==> config.mk <==
export PLATFORM = sky130hd
export DESIGN_NAME = pulse_stretcher
export DESIGN_NICKNAME = d
export VERILOG_FILES = /design/src/rtl/pulse_stretcher.sv
export SDC_FILE = /design/constraint.sdc
export NUM_CORES = 1
export LEC_CHECK = 0
export ABC_AREA = 1
export CAP_MARGIN = 25
export CORE_MARGIN = 1
export CORE_UTILIZATION = 46
export DETAILED_ROUTE_END_ITERATION = 8
export GPL_ROUTABILITY_DRIVEN = 0
export GPL_TIMING_DRIVEN = 0
export MAX_ROUTING_LAYER = met4
export PLACE_DENSITY_LB_ADDON = 0.08
export RECOVER_POWER = 100
export SLEW_MARGIN = 20
export SYNTH_ARGS = -nofsm -noshare
export SYNTH_HDL_FRONTEND = slang
export SYNTH_SLANG_ARGS = --single-unit
export TNS_END_PERCENT = 50
==> constraint.sdc <==
create_clock -name clk -period 1.2 [get_ports clk]
set_input_delay 0.24 -clock clk [delete_from_list [all_inputs] [get_ports clk]]
set_output_delay 0.24 -clock clk [all_outputs]
set_load 0.01 [all_outputs]
==> src/rtl/pulse_stretcher.sv <==
// Stretches one-cycle event pulses to HIGH_CYC-wide levels separated by GAP_CYC low cycles,
// queueing overlapping events. Define PSTRETCH_OVF_EN to add the sticky ovf flag and ovf_clr.
module pulse_stretcher #(
    parameter int HIGH_CYC = 4,
    parameter int GAP_CYC  = 2,
    parameter int PEND_W   = 3
) (
    input  logic              clk,
    input  logic              reset,
    input  logic              pulse,
`ifdef PSTRETCH_OVF_EN
    input  logic              ovf_clr,
    output logic              ovf,
`endif
    output logic              stretch,
    output logic              busy,
    output logic [PEND_W-1:0] pend_cnt
);

    localparam int MAXC = (HIGH_CYC > GAP_CYC) ? HIGH_CYC : GAP_CYC;
    localparam int CW   = $clog2(MAXC + 1);
    localparam logic [CW-1:0]     HIGH_LD  = CW'(HIGH_CYC - 1);
    localparam logic [CW-1:0]     GAP_LD   = (GAP_CYC > 0) ? CW'(GAP_CYC - 1) : '0;
    localparam logic [PEND_W-1:0] PEND_MAX = '1;

    typedef enum logic [1:0] {IDLE, HIGH, GAP} state_t;

    state_t          state, state_nx;
    logic [CW-1:0]   cnt, cnt_nx;
    logic            inc, dec, gap_end;

    // Saturating queue update; an increment paired with a decrement always fits.
    function automatic logic [PEND_W-1:0] pend_next(input logic [PEND_W-1:0] p,
                                                    input logic inc_i, input logic dec_i);
        if (inc_i && !dec_i && p != PEND_MAX)
            return p + PEND_W'(1);
        if (dec_i && !inc_i)
            return p - PEND_W'(1);
        return p;
    endfunction

    always_comb begin
        gap_end = (cnt == '0) &&
                  ((state == GAP) || (state == HIGH && GAP_CYC == 0));
        state_nx = state;
        cnt_nx   = cnt;
        inc      = 1'b0;
        dec      = 1'b0;
        if (gap_end) begin
            if (pend_cnt != '0) begin
                state_nx = HIGH;
                cnt_nx   = HIGH_LD;
                dec      = 1'b1;
                inc      = pulse;
            end else if (pulse) begin
                state_nx = HIGH;
                cnt_nx   = HIGH_LD;
            end else begin
                state_nx = IDLE;
                cnt_nx   = '0;
            end
        end else begin
            case (state)
                IDLE: begin
                    if (pulse) begin
                        state_nx = HIGH;
                        cnt_nx   = HIGH_LD;
                    end
                end
                HIGH: begin
                    inc = pulse;
                    if (cnt == '0) begin
                        state_nx = GAP;
                        cnt_nx   = GAP_LD;
                    end else begin
                        cnt_nx = cnt - CW'(1);
                    end
                end
                GAP: begin
                    inc    = pulse;
                    cnt_nx = cnt - CW'(1);
                end
                default: begin
                    state_nx = IDLE;
                    cnt_nx   = '0;
                end
            endcase
        end
    end

    always_ff @(posedge clk) begin
        if (reset) begin
            state    <= IDLE;
            cnt      <= '0;
            stretch  <= 1'b0;
            busy     <= 1'b0;
            pend_cnt <= '0;
        end else begin
            state    <= state_nx;
            cnt      <= cnt_nx;
            stretch  <= (state_nx == HIGH);
            busy     <= (state_nx != IDLE);
            pend_cnt <= pend_next(pend_cnt, inc, dec);
        end
    end

`ifdef PSTRETCH_OVF_EN
    logic drop;
    assign drop = inc && !dec && (pend_cnt == PEND_MAX);

    // Set has priority over clear so a drop is never lost.
    always_ff @(posedge clk) begin
        if (reset)
            ovf <= 1'b0;
        else if (drop)
            ovf <= 1'b1;
        else if (ovf_clr)
            ovf <= 1'b0;
    end
`endif

endmodule

# Yosys cells after proc, flatten, opt, wreduce, memory -nomap -nowiden
# Cells that the tools add are included.
dict set report classes {
  n_lt_le_gt_ge 0
  shifts 0
  n_mul 0
  n_reduce_logical 12
  mux 26
  n_addsub 3
  n_div 0
  eq_ne 5
  bitwise 0
}
# operator count
set op_table {}
lappend op_table {{$mux W3} 7}
lappend op_table {{$mux W1} 12}
lappend op_table {{$mux W2} 5}
lappend op_table {{$pmux W3 S3} 1}
lappend op_table {{$ne A3 B3 Y1 const B} 2}
lappend op_table {{$pmux W2 S3} 1}
lappend op_table {{$sub A3 B1 Y3 const B} 2}
lappend op_table {{$eq A2 B1 Y1 const B} 2}
lappend op_table {{$logic_and A1 B1 Y1} 4}
lappend op_table {{$reduce_bool A2 Y1} 2}
lappend op_table {{$add A3 B1 Y3 const B} 1}
lappend op_table {{$logic_not A3 Y1} 1}
lappend op_table {{$reduce_bool A3 Y1} 1}
lappend op_table {{$eq A2 B2 Y1 const B} 1}
lappend op_table {{$logic_not A1 Y1} 2}
lappend op_table {{$logic_not A2 Y1} 1}
lappend op_table {{$reduce_or A2 Y1} 1}
dict set report word_totals {
  register_bits 10
  romBits 0
  mem_bits_rw 0
  memories 0
  out_inout_bits 5
  latchBits 0
}

# Longest topological paths before layout
dict set report logic_depth {
  word_depth 12
  ltp_mapped 9
  depth_no_buf 9
}

# Worst setup path before layout
# No wires, ideal clock.
dict set report synth_path {
  path_type {register -> register}
  from {reg pend_cnt[0]}
  to {reg pend_cnt[2]}
  arrival_ns 1.206
  setup_ns 0.126
  path_buffers 0
  period_less_slack_ns 1.332
  required_ns 1.074
  setup_slack_ns -0.132
  stages_incl_launch_ff 9
  cell_sequence {dfxtp_1 inv_1 ha_1 a21oi_1 nand2_2 nand2_2 nor2_2 nor2_1 nor2_1}
}
dict set report synth_via {
  elab_chain_len 9
  word_cells_on_any_way 23
  classes_between {2 x add/sub; 1 x eq/ne; 13 x mux; 7 x reduce/logical}
}
# element line
set synth_rtl {}
lappend synth_rtl {{start, declared} 17} ;# output logic [PEND_W-1:0] pend_cnt
lappend synth_rtl {{start signal, assigned} 103} ;# pend_cnt <= pend_next(pend_cnt, inc, dec);
lappend synth_rtl {{$reduce_bool A3 Y1} 50} ;# if (pend_cnt != '0) begin
lappend synth_rtl {{$mux W1} 50}
lappend synth_rtl {{$mux W1} 49} ;# if (gap_end) begin
lappend synth_rtl {{$logic_not A1 Y1 (on tied branches)} {37, 35}}
lappend synth_rtl {{$logic_and A1 B1 Y1 (on tied branches)} {37, 35}}
lappend synth_rtl {{$mux W1 / $logic_and A1 B1 Y1 (equally long branches)} {37, 35}}
lappend synth_rtl {{$mux W1 (on tied branches)} {37, 35}}
lappend synth_rtl {{$mux W1} 92} ;# if (reset) begin
lappend synth_rtl {{$reduce_bool A2 Y1 (no line) / $mux W3 (equally long branches)} n/a}
# Several ways; a longest one is shown, not always the timed one. The select of a mux whose other input is x is not followed.
# A chain may end at the register's enable or synchronous reset.

# Worst setup path in the final report
# Same ends and word-level chain as after synthesis.

==> results.ini <==
[timing]
finalHoldViolCount=0
grt_setup_unrepaired=yes
worst_slack_ns=-0.0855
timing.setup.tns_ns=-0.142
worstMarginPinSlew_ns=0.407
slew_violations=0
skew_ns=0.0127
finalSetupViolations=3
min_period_ns=1.29
fmax_mhz=778
slew_headroom=0.728
finalCritPeriodShare=1.07

[synthesis]
synth-seq-cells=10
synthXorXnorAreaFrac=0
avgSynthCellArea_um2=7.12
synth_compound_area_frac=0.138
yosysSeqAreaShare=0.335
synthAdderAreaFrac=0.126
muxShareOfSynthArea=0
synth-simple-area-share=0.308
synth_cells=84
synth.cell_area_um2=598
yosys_warnings=0
synth_fp_nets=93
ys_types=18
synth_top_family_by_area=simple AND/OR/NAND/NOR gates

[routing]
drt_first_pass_iters=4
vias_per_cell=5.16
num_vias=573
drt_iter0_drc=30
wire_per_inst_um=13.1
drc=0
drt-total-wl_um=1450
drtAntennaViolNets=0

[min_path]
min_from=reset
hold_class=in -> reg
min_to=pend_cnt[2]
worstHoldPathCells=2

[critical_path]
crit_path_start=pend_cnt[0]
r2r_slack_ns=-0.09
reg2reg_from=pend_cnt[0]
critPathKind=reg -> reg
cp_max_fo=4
rr_endpoint=pend_cnt[2]
reg2reg_depth=8
required_ns=1.37
start_kind=flop
crit_arrival_ns=1.45
worst_setup_path_end_kind=flop

[floorplan]
core-area_um2=1160
num_rows=12
io_pins=8
initial_core_util=0.517
fp.dieW_um=38.1
die_area_um2=1450
dieHeight_um=38.1

[pwr]
p_sw_frac=0.368
clkPwrFrac=0.261
switchingPower_uw=456
vdd_drop_max_mv=1.00
intPower_uw=783
cellPowerDensity_nw_per_um2=1510
comb_power_share=0.383
p_leak_uw=0.000364
pwr-share-seq=0.356

[global_route]
grt-ovfl-total=0
track_usage=0.250
grt_max_degree=10
antenna_found_initial=0
grt_pass1_vias=525
grt_first_pass_wirelength_um=2320

[cts]
cts-htree-levels=1
root_buffer=clkbuf_4
tritoncts.num_buffers=3
tritoncts=done
clkTransAtPathRegs_ns=0.08
clkSinkCount=10
clk_latency_ns=0.29
cts_hold_buf=0
clockBufferDepth=2

[status]
violations=setup timing
outcome=complete, but fails checks

[final_layout]
final_util=0.709
area_growth_syn_to_layout_pct=37.0
drive_above_1_share=0.351
finalInstanceArea_um2=820
diodes=0
final_common_cell=nand2_1
nNetsFinal=107
final_cell_mix=nand2_1, inv_1, nand3_1, a21oi_1, nor2_1

[place]
dpl.hpwl_um=1000
place_area_um2=737
port_buffers=6

[job]
drv_cap=0

layout make-up:
cell class                      instances  area, µm²
Inverter                               14       52.6
Sequential cell                        10        214
Multi-Input combinational cell         59        419
Timing Repair Buffer                    9       76.3
Tap cell                               14       17.5
Clock buffer                            4       36.3
Fill cell                              94        337
Buffer                                  1       3.75
cell usage after synthesis:
library cell | number | share of area
o21ai_0 | 3 | 0.025
inv_2 | 1 | 0.0063
nand4_1 | 1 | 0.010
inv_1 | 13 | 0.082
buf_1 | 1 | 0.0063
nand2_2 | 5 | 0.052
nand3_1 | 8 | 0.067
nand3_2 | 1 | 0.017
o211ai_1 | 1 | 0.013
nor2_4 | 1 | 0.019
ha_1 | 6 | 0.13
nor2_2 | 1 | 0.010
dfxtp_1 | 10 | 0.33
a31oi_1 | 2 | 0.021
a211oi_1 | 1 | 0.013
a21oi_1 | 8 | 0.067
nand2_1 | 13 | 0.082
nor2_1 | 8 | 0.050
critical path, stage by stage, from the launching register on:
cell     delay (ns)
dfxtp_4        0.37
ha_4           0.17
ha_4           0.16
nor2_4         0.11
nand3_4        0.10
nand2_2        0.09
nor2_2         0.03
nor2_1         0.09
nor2_1         0.04
power groups by stage:
stage / sequential, µW / combinational, µW / clock (µW)
after floorplan: 446 / 306 / 0
after global placement: 438 / 422 / 0
after detailed placement: 441 / 438 / 0
after CTS: 436 / 434 / 319
after global routing: 449 / 538 / 345
final: 442 / 474 / 323
routing by layer:
metal	vias to the layer above	wire length, µm	track usage	share of wire
li1	298	-	-	-
met1	254	680	0.289	0.47
met2	18	653	0.403	0.45
met3	3	100	0.0872	0.069
met4	0	17	0.0804	0.012
met5	-	0	-	0
kinds of logic after synthesis:
family          after synthesis
simple gates                 38
compound gates               15
buf+inv                      15
flops                        10
fa+ha+maj                     6
sequential cells by signal (all words and copies together), names as in the netlist:
name,count
busy,1
cnt,3
pend_cnt,3
state,2
stretch,1
repair_timing:
item / 4_1_cts / 5_1_grt
gates resized for setup: 11 / 7
setup buffers: 0 / 3
pin swaps: 3 / 4
setup endpoints to repair: 13 / 8
worst max path at each step:
stage,to,cells after the start
2_1_floorplan,pend_cnt[2],8
5_1_grt,pend_cnt[2],8
6_report,pend_cnt[2],8
3_5_place_dp,pend_cnt[2],8
4_1_cts,pend_cnt[2],8
3_3_place_gp,pend_cnt[2],8
through the flow:
step	instances	setup slack, ns	total power, µW	hold slack, ns
finish	111	-0.0855	1240	0.332
global route	111	-0.146	1330	0.367
CTS	108	-0.0779	1190	0.331
detailed placement	104	-0.309	879	0.516
global placement	104	-0.326	860	0.510
floorplan	84	0.00262	752	0.444
No activity file was read; power rests on OpenSTA's default activity.
